$ cat src/rtl/skid_buffer.sv
// Two-entry valid/ready stage: registered main word plus skid word.
// Ready, valid and data all leave from flops.
module skid_buffer #(
  parameter int Width = 8
) (
  input  logic             clk_i,
  input  logic             rst_ni,
  input  logic             flush_i,
  input  logic [Width-1:0] in_data_i,
  input  logic             in_valid_i,
  output logic             in_ready_o,
  output logic [Width-1:0] out_data_o,
  output logic             out_valid_o,
  input  logic             out_ready_i,
  output logic [1:0]       count_o
);

  typedef enum logic [1:0] {
    EMPTY = 2'd0,
    BUSY  = 2'd1,
    FULL  = 2'd2
  } state_e;

  state_e           state_q, state_d;
  logic [Width-1:0] main_q, main_d;
  logic [Width-1:0] skid_q, skid_d;
  logic             in_xfer;
  logic             out_xfer;

  // The encoding doubles as the occupancy count.
  assign count_o     = state_q;
  assign out_valid_o = (state_q != EMPTY);
  assign in_ready_o  = (state_q != FULL);
  assign out_data_o  = main_q;

  assign in_xfer  = in_valid_i & in_ready_o;
  assign out_xfer = out_valid_o & out_ready_i;

  always_ff @(posedge clk_i or negedge rst_ni) begin
    if (!rst_ni) begin
      state_q <= EMPTY;
      main_q  <= '0;
      skid_q  <= '0;
    end else begin
      state_q <= state_d;
      main_q  <= main_d;
      skid_q  <= skid_d;
    end
  end

  always_comb begin
    state_d = state_q;
    main_d  = main_q;
    skid_d  = skid_q;
    if (flush_i) begin
      // Data words are left stale; only occupancy clears.
      state_d = EMPTY;
    end else begin
      unique case (state_q)
        EMPTY: begin
          if (in_xfer) begin
            main_d  = in_data_i;
            state_d = BUSY;
          end
        end
        BUSY: begin
          if (in_xfer && out_xfer) begin
            main_d = in_data_i;
          end else if (in_xfer) begin
            skid_d  = in_data_i;
            state_d = FULL;
          end else if (out_xfer) begin
            state_d = EMPTY;
          end
        end
        FULL: begin
          if (out_xfer) begin
            main_d  = skid_q;
            state_d = BUSY;
          end
        end
        default: state_d = EMPTY;
      endcase
    end
  end

endmodule

$ cat config.mk
export PLATFORM = sky130hd
export DESIGN_NAME = skid_buffer
export DESIGN_NICKNAME = d
export VERILOG_FILES = /design/src/rtl/skid_buffer.sv
export SDC_FILE = /design/constraint.sdc
export NUM_CORES = 1
export LEC_CHECK = 0
export ABC_AREA = 1
export BUFFER_PORTS_ARGS = -buffer_cell sky130_fd_sc_hd__buf_2
export CAP_MARGIN = 20
export CORE_MARGIN = 2
export CORE_UTILIZATION = 51
export DETAILED_ROUTE_END_ITERATION = 12
export PLACE_DENSITY_LB_ADDON = 0.25
export RECOVER_POWER = 100
export SYNTH_ARGS = -nofsm -noshare
export SYNTH_HDL_FRONTEND = slang
export SYNTH_SLANG_ARGS = --single-unit
$ cat constraint.sdc
create_clock -name clk_i -period 1.5 [get_ports clk_i]
set_clock_uncertainty 0.05 [all_clocks]
set_input_delay 0.3 -clock clk_i [delete_from_list [all_inputs] [get_ports clk_i]]
set_output_delay 0.3 -clock clk_i [all_outputs]
set_load 0.03 [all_outputs]
Word level (Yosys, flattened, before mapping)
Cells that the tools add are included.
{ "word_totals": {"regBits": 18, "inputBits": 13, "out_inout_bits": 12, "elab_cells": 35} }
{ "classes": {"eq_ne": 10, "n_mux": 11, "bitwise": 4, "reduce_logical": 7} }
{ "op_table": {"columns": ["cell", "count"], "rows": [
  ["$mux 8", 3],
  ["$pmux 8 s3", 1],
  ["$mux 2", 6],
  ["$ne 3x3->1 const B", 3],
  ["$ne 2x2->1 const B", 4],
  ["$reduce_and 4->1", 2],
  ["$pmux 2 s3", 1],
  ["$reduce_and 5->1", 1],
  ["$ne 4x4->1 const B", 1],
  ["$reduce_bool 3->1", 1],
  ["$and 1x1->1", 2],
  ["$eq 2x1->1 const B", 1],
  ["$eq 2x2->1 const B", 1],
  ["$logic_not 2->1", 1],
  ["$not 1->1", 2],
  ["$reduce_bool 2->1", 1],
  ["$logic_and 1x1->1", 1]
]} }

Logic depth before layout (Yosys ltp)
Gate-level depths: netlist of run 1.
{ "depth": {"word_depth": 7, "depth_mapped": 7, "ltp_nobuf": 6} }

Worst setup path before layout of run 1
No wires, ideal clock.
{ "synth_timing": {"path_type": "register -> register", "start": "register state_q[0] (netlist: count_o[0])", "end": "register main_q[0] (netlist: out_data_o[0])", "setup_ps": 117, "arrival_time_ps": 1245, "t_required_ps": 1333, "slack_ps": 88, "stages_incl_launch_ff": 8, "n_path_buf": 1, "synth_period_minus_slack_ps": 1412, "cell_sequence": "dfrtp_1 -> buf_6 -> inv_4 -> nand2_4 -> nand2_8 -> nand3_4 -> nand2_1 -> nand2_1"} }
{ "synth_between": {"elab_chain_cells": 5, "word_cells_on_any_way": 14, "classes_between": "eq/ne (6); mux (1); bitwise (2); reduce/logical (5)"} }
{ "synth_rtl": {"columns": ["item", "line", "source"], "rows": [
  ["start: declaration", "24", "state_e state_q, state_d;"],
  ["start signal: assignment", "45", "state_q <= state_d;"],
  ["$ne 2x2->1 (*)", "33", "assign in_ready_o = (state_q != FULL);"],
  ["named net in_ready_o", "11", "output logic in_ready_o,"],
  ["$and 1x1->1 (*)", "36", "assign in_xfer = in_valid_i & in_ready_o;"],
  ["$logic_and 1x1->1", "67", "if (in_xfer && out_xfer) begin"],
  ["$ne 2x2->1 (no line)", null, null],
  ["$reduce_and 5->1 (no line) (*)", null, null],
  ["end signal: assignment", "46", "main_q <= main_d;"],
  ["end: declaration", "25", "logic [Width-1:0] main_q, main_d;"]
]} }
Mark *: on every way through the listed nets, which the timed path passes. The rest lies on a longest branch.
A chain may end at the register's enable or synchronous reset.

Worst setup path after layout of run 1
{ "layout_timing": {"start": "register state_q[0] (netlist: count_o[0])", "end": "output out_valid_o"} }
{ "layout_between": {"elab_chain_cells": 1} }
{ "layout_rtl": {"columns": ["item", "line", "source"], "rows": [
  ["$reduce_bool 2->1", "32", "assign out_valid_o = (state_q != EMPTY);"],
  ["end: declaration", "13", "output logic out_valid_o,"]
]} }
Every way passes these cells.

==> summary.md, run 1 <==
| Metric | Value |
|---|---|
| Outcome | finished, violations left |
| Violated checks | negative setup slack |
| Vias post-DR | 918 |
| Post-Synthesis Cells | 122 |
| Starting DRC count in detailed routing | 30 |
| Worst R2R End | skid_q[1] |
| Unrepaired setup endpoints after global routing | yes |
| Vias in the first global route | 826 |
| Clk_lat worst skew | 0.31 ns |
| Register area share after synthesis | 45.9% |
| Commonest non-fill, non-tap cell in the layout | nand2_1 |
| PortBufs | 24 |
| Largest net degree at the start of global routing | 19 |
| Placer Congestion | 0.762 |
| Starting density of the core | 55.7% |
| Via density | 5.07 |
| Final period util | 102% |
| Die W | 47.9 um |
| Max-Cap Viols | 0 |
| Clock sinks | 18 |
| GRT Overall Usage | 23.3% |
| Hold Slack | 0.179 ns |
| Clock share of power | 21.1% |
| CP arrival | 1.18 ns |
| CP Max Fanout | 4 |
| Layout cells sized above 1 | 26.9% |
| GRT met3 Usage | 5.66% |
| Cell area power density | 1240 nW/um2 |
| Die H | 47.9 um |
| CP endpoint kind | primary output |
| DRC | 0 |
| Fmax | 652 MHz |
| Hold path start | in_data_i[2] |
| Commonest cells after routing, fill and taps aside | nand2_1 (54), nand3_1 (27), dfrtp_1 (16) |
| Comb power frac | 32.9% |
| WL/cell | 12.9 um |
| Leakage | 0.000662 uW |
| Top post-synthesis cells by area | dfrtp_1 (46%), nand2_1 (21%), nand3_1 (14%), nand2_8 (4.1%), buf_6 (2.3%) |
| Grt ovf | 0 |
| Post-route setup slack | -0.0346 ns |
| Die Area | 2290 um2 |
| Internal power | 923 uW |
| Final std cells w/o fill | 181 |
| CTS root buf | clkbuf_4 |
| Core ar. | 1760 um2 |
| Post-synth top area share | 45.9% |
| Reg2Reg Setup Slack | 0.05 ns |
| CTS tree | yes |
| Area grow syn2layout | 23.2% |
| Worst-path clk slew | 0.11 ns |
| Setup-failing EPs final | 1 |
| Sequential power share | 45.9% |
| First-pass GRT wire length | 3620 um |
| Switch share | 38.4% |
| Tot Pwr | 1500 uW |
| Final nets | 170 |
| # diodes | 0 |
| GR peak layer | met2 |
| H-tree Lvls | 1 |
| Crit Path Class | register to primary output |
| Boundary Pins | 25 |
| TritonCTS Buffers | 3 |
| # rows | 15 |
| Hold Path Stages | 3 |
| Worst-Margin Slew | 0.452 ns |
| M1 GR Usage | 28.3% |
| Slew headroom | 69.9% |
| Drt first pass iters | 4 |
| DP HPWL | 1530 um |
| Mapped Avg Cell Area | 8.05 um2 |
| Yosys top cell by area | dfrtp_1 |
| Psw | 576 uW |
| Crit Reg-Reg Startpoint | count_o[1] |
| Peak supply drop | 842 uV |
| WHS Endpoint | skid_q[2] |
| Synth Register Bits | 18 |
| Routing usage on met2 | 38.1% |
| Min-Delay Path Class | input port to register |
| Initial antenna violation count | 0 |
| Reg2Reg Depth | 7 |
| CP startpoint kind | register |
| Slew Viols, Final | 0 |
| Mapped Area | 982 um2 |
| Fin. Hold Viols | 0 |
| Worst EP required | 1.15 ns |
| ANT nets after route | 0 |
| Setup TNS | -0.0346 ns |
| Placed cell count | 171 |
| Post-Syn Nets | 135 |
| Fin crit period | 1.53 ns |
| Final WL | 2330 um |
| Ys Warns | 0 |
| CTS max path bufs | 2 |
| Unique masters post-synth | 15 |
[synth_stat cells (all sizes together)]
| library cell | number |
|---|---|
| dfrtp | 18 |
| nand2 | 58 |
| nor2 | 8 |
| nand4 | 1 |
| o21ai | 1 |
| inv | 6 |
| buf | 2 |
| nand3 | 28 |
[what timing repair did]
action,4_1_cts,5_1_grt
hold buffers,1,0
hold endpoints to repair,18,0
gates resized for setup,10,1
setup buffers,5,0
setup endpoints to repair,3,3
pin swaps,0,1
[registers in the layout, summed over array words and instances, names as in the netlist]
register and count:
out_data_o 8, count_o 2, skid_q 8
[layout make-up]
| type | instances | area, um2 |
|---|---|---|
| inverter | 6 | 27.5 |
| timing repair buffer | 32 | 189 |
| clock buffer | 4 | 36.3 |
| tap | 25 | 31.3 |
| multi-input combinational | 96 | 473 |
| fill | 170 | 554 |
| sequential | 18 | 453 |
[worst max-delay path by stage]
stage                          to  cells past startpoint       start
finish                out_valid_o                      4  count_o[0]
global route          out_valid_o                      4  count_o[0]
CTS                   out_valid_o                      4  count_o[0]
detailed placement  out_data_o[3]                      6  count_o[0]
global placement    out_data_o[3]                      6  count_o[0]
floorplan           out_data_o[0]                      7  count_o[0]
[metrics by stage]
step                setup slack (ns)  area, um2  util (%)
floorplan                     0.0876        982         -
global placement               0.208       1130      63.8
detailed placement             0.176       1130      63.8
CTS                          -0.0231       1240      70.4
global route                 -0.0673       1210      68.6
finish                       -0.0346       1210      68.6
[critical path: stages (launching register included)]
cell and delay (ns):
dfrtp_2 0.47, buf_6 0.14, nor2_4 0.09, inv_2 0.04, buf_6 0.13
[cell families after synthesis]
group	after synthesis	synth area share, %
compound gates	1	0.892
buf+inv	8	4.84
flops	18	45.9
simple gates	95	48.4
[routing by layer]
metal  up-vias  share of wire [%]
li1        465                  -
met1       420                 45
met2        27                 47
met3         6                4.9
met4         0                2.9
met5         -                  0
[power groups by stage]
stage	logic [uW]	registers, uW	clock network (uW)
2_1_floorplan	230	783	0
3_3_place_gp	450	689	0
3_5_place_dp	460	692	0
4_1_cts	513	684	321
5_1_grt	539	705	341
6_report	494	688	317
No activity file was read; power rests on OpenSTA's default activity.
==> run 2: changes to the inputs <==
CORE_ASPECT_RATIO = 0.7   (was unset)
==> run 2 against run 1 <==
Compared with the run above: the run still ends with negative setup slack left; routed wire length fell by 1.8%; cell count fell by 1.1%; first-iteration DRC count rose by 30%; maximum frequency rose by 1.4%; critical path depth did not move; register-to-register slack improved by 0.06 ns; cell area rose by 1.3%; sequential share of layout area fell by 0.50 points; power fell by 4.4%; via count rose by 2.9%; largest cell class unchanged.
==> summary.md, run 2 (synthesis gave the netlist of run 1 again) <==
| Metric | Value |
|---|---|
| Outcome | finished, violations left |
| Violated checks | negative setup slack |
| CTS max path bufs | 2 |
| Switch share | 38.8% |
| Placed cell count | 168 |
| Starting density of the core | 53.4% |
| CTS tree | yes |
| Fmax | 661 MHz |
| First-pass GRT wire length | 3440 um |
| Setup-failing EPs final | 1 |
| CP startpoint kind | register |
| DRC | 0 |
| # diodes | 0 |
| Max-Cap Viols | 0 |
| Die W | 56.5 um |
| Min-Delay Path Class | input port to register |
| Worst-Margin Slew | 0.449 ns |
| CP Max Fanout | 4 |
| Final std cells w/o fill | 179 |
| Boundary Pins | 25 |
| Final WL | 2290 um |
| TritonCTS Buffers | 3 |
| CP endpoint kind | primary output |
| Top Layer Used | met4 |
| Leakage | 0.000687 uW |
| Final period util | 101% |
| Met3 wire len | 167 um |
| Layout cells sized above 1 | 27.4% |
| Clock share of power | 16.4% |
| Die H | 40.7 um |
| Largest net degree at the start of global routing | 19 |
| Finished Cell Area | 1230 um2 |
| Die Area | 2300 um2 |
| Core ar. | 1840 um2 |
| Worst EP required | 1.15 ns |
| Peak supply drop | 910 uV |
| Grt ovf | 0 |
| Area after DPL | 1120 um2 |
| Vias in the first global route | 750 |
| Initial antenna violation count | 0 |
| Drt first pass iters | 4 |
| Via density | 5.28 |
| Clk_lat worst skew | 0.29 ns |
| Unrepaired setup endpoints after global routing | yes |
| Worst-path clk slew | 0.10 ns |
| GRT Overall Usage | 20.5% |
| DP HPWL | 1610 um |
| # rows | 13 |
| Slew headroom | 70.0% |
| Fin crit period | 1.51 ns |
| Fin. Hold Viols | 0 |
| Placer Congestion | 0.842 |
| ANT nets after route | 0 |
| Area grow syn2layout | 24.8% |
| Psw | 556 uW |
| Post-route setup slack | -0.0129 ns |
| Cell area power density | 1170 nW/um2 |
| Internal power | 876 uW |
| Clock sinks | 18 |
| Final nets | 172 |
| Slew Viols, Final | 0 |
| Met1 WL | 1020 um |
| CTS root buf | clkbuf_4 |
| Commonest cells after routing, fill and taps aside | nand2_1 (54), nand3_1 (27), dfrtp_1 (16) |
| Starting DRC count in detailed routing | 39 |
| Sequential power share | 47.8% |
| Vias post-DR | 945 |
| Place WS | 0.181 ns |
| PortBufs | 24 |
| Commonest non-fill, non-tap cell in the layout | nand2_1 |
| Final Core Density | 66.7% |
| CP arrival | 1.16 ns |
| H-tree Lvls | 1 |
| WL met2 | 1090 um |
| Comb power frac | 35.8% |
| Crit Path Class | register to primary output |
| WL/cell | 12.8 um |
-- run 2: cell count changes in the layout (fill, tap and decap cells not counted), sizes merged --
| cell | previous run | this run |
|---|---|---|
| buf | 22 | 24 |
| clkbuf | 13 | 12 |
-- run 2: power by group through the flow --
stage               clock network (uW)  logic (uW)  registers (uW)
finish                             235         512             685
CTS                                239         508             682
global route                       262         562             699
floorplan                            0         230             783
global placement                     0         451             689
detailed placement                   0         465             692
-- run 2: metal layers --
metal  track usage [%]  up-vias
li1                  -      463
met1              25.9      436
met2              35.8       44
met3              5.99        2
met4              5.36        0
met5                 0        -
-- run 2: timing repair --
action	CTS	global route
hold buffers	1	0
setup buffers	4	3
gates resized for setup	7	3
pin swaps	1	0
endpoints found under the hold margin	18	0
endpoints found under the setup margin	3	2
-- run 2: cell type report --
cell class	count	area, um2
tap	22	27.5
multi-input combinational	96	494
inverter	6	25.0
timing repair buffer	34	204
sequential	18	453
fill	175	612
clock buffer	3	22.5
-- run 2: worst paths after layout --
check,cells past startpoint,end,from,slack (ns)
min,3,skid_q[5],in_data_i[5],0.20
min reg2reg,2,skid_q[5],skid_q[5],0.43
max in group asynchronous,2,count_o[0],rst_ni,0.64
max,4,out_valid_o,count_o[0],-0.01
min in group asynchronous,2,skid_q[3],rst_ni,0.42
max reg2reg,7,skid_q[1],count_o[1],0.11
-- run 2: metrics by stage --
step                      power, uW  hold slack, ns  setup TNS, ns
after floorplan                1010         -0.0456              0
after global placement         1140           0.194              0
after detailed placement       1160           0.200              0
after CTS                      1430           0.202      -0.000889
after global routing           1520           0.205        -0.0597
final                          1430           0.203        -0.0129
-- run 2: critical path: stages, from the launching register on --
cell     delay [ns]
dfrtp_2        0.46
buf_6          0.14
nor2_4         0.10
inv_2          0.04
buf_6          0.13
